==> src/rtl/and_16bit_bist.sv <==
// Built-in self-test for a combinational 16-bit AND: it applies walking-one vectors and then LFSR vectors,
// and accumulates a saturating mismatch count and a sticky mask of failing result bits.
module and_16bit_bist #(
    parameter int unsigned NUM_VECTORS = 256,
    parameter logic [15:0] SEED        = 16'hACE1
) (
    input  logic        clk,
    input  logic        reset,
    input  logic        start,
    input  logic [15:0] dut_out,
    output logic [15:0] dut_a,
    output logic [15:0] dut_b,
    output logic        busy,
    output logic        done,
    output logic        pass,
    output logic [7:0]  err_count,
    output logic [15:0] fail_mask
);

    localparam logic [1:0] IDLE = 2'd0;
    localparam logic [1:0] WALK = 2'd1;
    localparam logic [1:0] RAND = 2'd2;
    localparam logic [1:0] DONE = 2'd3;

    localparam logic [16:0] WALK_LAST = 17'd31;
    localparam logic [16:0] RAND_LAST = 17'(NUM_VECTORS - 1);

    logic [1:0]  state;
    logic [16:0] vec_cnt;
    logic [15:0] lfsr_a;
    logic [15:0] lfsr_b;
    logic [15:0] mismatch;
    logic [4:0]  walk_next;

    // x^16+x^14+x^13+x^11+1, Fibonacci form, shifting toward the MSB
    function automatic logic [15:0] lfsr_step(input logic [15:0] v);
        return {v[14:0], v[15] ^ v[13] ^ v[12] ^ v[10]};
    endfunction

    assign busy      = (state == WALK) || (state == RAND);
    assign done      = (state == DONE);
    assign pass      = done && (err_count == 8'd0);
    assign mismatch  = busy ? (dut_out ^ (dut_a & dut_b)) : '0;
    assign walk_next = vec_cnt[4:0] + 5'd1;

    always_ff @(posedge clk) begin
        if (reset) begin
            state     <= IDLE;
            vec_cnt   <= '0;
            lfsr_a    <= SEED;
            lfsr_b    <= ~SEED;
            dut_a     <= '0;
            dut_b     <= '0;
            err_count <= '0;
            fail_mask <= '0;
        end else begin
            // Vector presented this cycle is scored at its closing edge, including the last one.
            if (mismatch != 16'h0000) begin
                if (err_count != 8'hFF) begin
                    err_count <= err_count + 8'd1;
                end
                fail_mask <= fail_mask | mismatch;
            end

            case (state)
                IDLE, DONE: begin
                    if (start) begin
                        state     <= WALK;
                        vec_cnt   <= '0;
                        lfsr_a    <= SEED;
                        lfsr_b    <= ~SEED;
                        dut_a     <= 16'h0001;
                        dut_b     <= 16'hFFFF;
                        err_count <= '0;
                        fail_mask <= '0;
                    end
                end
                WALK: begin
                    if (vec_cnt == WALK_LAST) begin
                        // LFSR registers hold the next vector to present, so the seeds go out first.
                        state   <= RAND;
                        vec_cnt <= '0;
                        dut_a   <= lfsr_a;
                        dut_b   <= lfsr_b;
                        lfsr_a  <= lfsr_step(lfsr_a);
                        lfsr_b  <= lfsr_step(lfsr_b);
                    end else begin
                        vec_cnt <= vec_cnt + 17'd1;
                        if (!walk_next[4]) begin
                            dut_a <= 16'h0001 << walk_next[3:0];
                            dut_b <= 16'hFFFF;
                        end else begin
                            dut_a <= 16'hFFFF;
                            dut_b <= 16'h0001 << walk_next[3:0];
                        end
                    end
                end
                RAND: begin
                    if (vec_cnt == RAND_LAST) begin
                        state <= DONE;
                        dut_a <= '0;
                        dut_b <= '0;
                    end else begin
                        vec_cnt <= vec_cnt + 17'd1;
                        dut_a   <= lfsr_a;
                        dut_b   <= lfsr_b;
                        lfsr_a  <= lfsr_step(lfsr_a);
                        lfsr_b  <= lfsr_step(lfsr_b);
                    end
                end
                default: state <= IDLE;
            endcase
        end
    end

endmodule
==> config.mk <==
export PLATFORM = sky130hd
export DESIGN_NAME = and_16bit_bist
export DESIGN_NICKNAME = d
export VERILOG_FILES = /design/src/rtl/and_16bit_bist.sv
export SDC_FILE = /design/constraint.sdc
export NUM_CORES = 1
export LEC_CHECK = 0
export ABC_AREA = 1
export BUFFER_PORTS_ARGS = -buffer_cell sky130_fd_sc_hd__buf_4
export CAP_MARGIN = 30
export CORE_MARGIN = 2
export CORE_UTILIZATION = 23
export DETAILED_ROUTE_END_ITERATION = 16
export SYNTH_ARGS = -nofsm -noshare
export SYNTH_HDL_FRONTEND = slang
export SYNTH_SLANG_ARGS = --single-unit
==> constraint.sdc <==
create_clock -name clk -period 1.9 [get_ports clk]
set_clock_uncertainty 0.05 [all_clocks]
set_input_delay 0.38 -clock clk [delete_from_list [all_inputs] [get_ports clk]]
set_output_delay 0.38 -clock clk [all_outputs]
set_load 0.01 [all_outputs]
==> impl_metrics.ini <==
[global_routing]
grt_start_max_net_pins = 34
grt_pass1_vias = 5767
grt_pass1_wl_um = 29840
antenna_found_initial = 0
grt_overflow = 0
grt_usage_pct = 14.01

[placement]
portBuffers = 77
gp_congestion = 0.8774
dp_hpwl_um = 13370

[synth]
synth_top_family_by_area = simple AND/OR/NAND/NOR gates
synth.top_cell.area_share_pct = 36.47
synth_fa_ha_area_share_pct = 2.343
yosysWarnings = 0
syn_area_um2 = 5873
syn-num-nets = 948
yosys_register_bits = 107
synth_top_cells_by_count = 220 x nand2_1, 120 x nor2_1, 107 x dfxtp_1, 92 x inv_1, 89 x o21ai_0
syn_inst = 918
synth-xor-area-share_pct = 1.640
synth_area_leaders = dfxtp_1 36%, nand2_1 14%, nor2_1 7.7%
yosysMostFrequentCell = nand2_1
ys.flop_type = dfxtp_1
async_flop_share_pct = 0
synth-edff-count = 0
yosys-mux-area-fraction_pct = 0
synth-simple-area-share_pct = 31.57
yosysUniqueCellTypes = 33
seq_area_frac_synth_pct = 36.47
yosys.area.top_type = dfxtp_1
avgSynthCellArea_um2 = 6.398
synth-compound-area-share_pct = 18.02

[routing]
drtAntennaViolNets = 0
wire_per_inst_um = 14.03
vias = 6464
vias_per_cell = 4.681
drt_iter0_drc = 470
drt_wl_total_um = 19370
drt_first_pass_iters = 8
drc_errors = 0

[die]
fp.dieH_um = 163.8
core-area_um2 = 25110
die_x_um = 163.8
dieArea_um2 = 26830
start_util_pct = 23.39
row_count = 58
io_pins = 78

[setup_path]
reg2reg_to = err_count[6]
endpoint_kind = primary output
ff2ff_path_depth = 13
slowest_stage = dfxtp_2
path_class = reg2out
worstPathArrival_ns = 1.48
r2r-start = state[0]
crit_end = busy
path_common_cell = buf_12
path_cells = inv_2 -> ha_4 -> inv_8 -> buf_12 -> buf_12 -> buf_6
cp.required_ns = 1.47
critPathMaxFanout = 7
max_stage_delay_ns = 0.34
rrSetupSlack_ns = 0.06
cp-startpoint = state[0]
critPathLaunchType = register

[clock_tree]
worst_skew_pair.late_latency_ns = 0.36
htree_levels = 3
cts_tree = yes
cts_hold_buf = 0
cts_buffers = 9
root_buffer = clkbuf_16
clkTransAtPathRegs_ns = 0.07
clk_path_buf_depth = 2
cts.sinks = 107

[job]
max_cap_viol_count = 0

[sta]
fin_hold_ws_ns = 0.3329
slew_violations = 0
tightestPinTransition_ns = 0.3620
setup_violations = 1
finalCriticalPeriod_ns = 1.914
hold_viol = 0
clock.fmax_ghz = 0.5226
setup_slack_ns = -0.01351
slew_headroom_pct = 75.68
rsz0062_at_grt = yes
min_period_over_period_pct = 100.7

[finish]
syn2layout_area_growth_pct = 38.47
area.sequential_um2 = 2150
final_util_pct = 32.39
nets = 1077
n_fill_cell = 2698
drive_above_1_share_pct = 24.07
antenna_cells = 0
multi_input_area_um2 = 3465

[power]
combPwrFrac_pct = 58.5
switching_share_pct = 44.23
peakVddDrop_mv = 0.7739
seqPwrFrac_pct = 26.5
clkPwrFrac_pct = 15.1
switchingPower_mw = 6.156
p_per_area_nw_per_um2 = 1712
p_leak_nw = 3.512
internal_power_mw = 7.763

[min_path]
hp-class = in2reg
hold_depth = 4

[status]
violations = setup timing
status = finished, violations left
[critical path: cells and delay by family, from the launching register on]
| kind | cells | cell delay (ns) |
|---|---|---|
| buf+inv | 5 | 0.48 |
| flops | 1 | 0.34 |
| fa+ha+maj | 1 | 0.29 |
[cell type report]
| cell class | instances | area share, % |
|---|---|---|
| Multi-Input combinational cell | 667 | 42.60 |
| Sequential cell | 107 | 26.43 |
| Timing Repair Buffer | 162 | 16.92 |
| Tap cell | 330 | 5.077 |
| Inverter | 99 | 4.846 |
| Clock buffer | 11 | 3.108 |
| Clock inverter | 4 | 0.9077 |
| Timing Repair inverter | 1 | 0.1077 |
[per-layer routing]
layer | vias to the layer above | wire (µm) | GRT usage, %
li1 | 3240 | - | -
met1 | 2972 | 8615 | 18.26
met2 | 226 | 9063 | 23.19
met3 | 26 | 1311 | 2.374
met4 | 0 | 383 | 5.183
met5 | - | 0 | 0
[worst min path at each step]
stage	startpoint	endpoint	slack (ns)
after floorplan	lfsr_b[14]	lfsr_b[14]	0.39
after global placement	fail_mask[11]	fail_mask[11]	0.39
after detailed placement	fail_mask[13]	fail_mask[13]	0.39
after CTS	dut_out[9]	fail_mask[9]	0.32
after global routing	dut_out[9]	fail_mask[9]	0.35
final	dut_out[9]	fail_mask[9]	0.33
[power by group through the flow]
stage                     combinational [mW]  clock (mW)  sequential [mW]
final                                   8.14        2.10             3.69
after CTS                               7.12        2.13             3.66
after global routing                    8.92        2.21             3.80
after detailed placement                6.28           0             3.70
after floorplan                         3.68           0             3.67
after global placement                  6.23           0             3.69
[kinds of logic after synthesis]
logic type,after synthesis
adders and majority gates,11
AOI/OAI and AO/OA,202
buffers and inverters,144
xor gates and xnor gates,11
and+or+nand+nor,443
DFF,107
[through the flow]
step	total power, mW	instance area [µm²]	std cells	setup TNS (ns)	setup WS (ns)
floorplan	7.350	5903	918	-0.01008	-0.01008
global placement	9.916	7248	1353	-0.4606	-0.09006
CTS	12.91	7785	1375	-0.02754	-0.02396
detailed placement	9.976	7248	1353	-1.188	-0.1850
finish	13.92	8133	1381	-0.01351	-0.01351
global route	14.93	8133	1381	-0.3250	-0.04496
[layout by cell type, fill, tap and decap left out, types with 10 or more instances in the layout]
master / instances
a21oi_1: 78
nand2_2: 17
nand3_1: 55
dfxtp_1: 101
nor2_1: 111
nand2_1: 200
nand4_1: 14
o21ai_0: 87
o21ai_1: 17
clkbuf_16: 11
buf_4: 146
nand3_2: 10
inv_1: 91
[state kept, by name (all words and copies together), names as in the netlist]
name / flops
lfsr_a: 16
vec_cnt: 17
fail_mask: 16
err_count: 8
state: 2
dut_b: 16
dut_a: 16
lfsr_b: 16
[repair_timing]
| item | in CTS | in global routing |
|---|---|---|
| resized for setup | 32 | 67 |
| pin swaps | 9 | 19 |
| endpoints found under the setup margin | 21 | 77 |
| gates cloned | 2 | 3 |
| endpoints found under the hold margin | 0 | 0 |
| setup buffers | 5 | 3 |
Power figures use the tool's default switching activity.
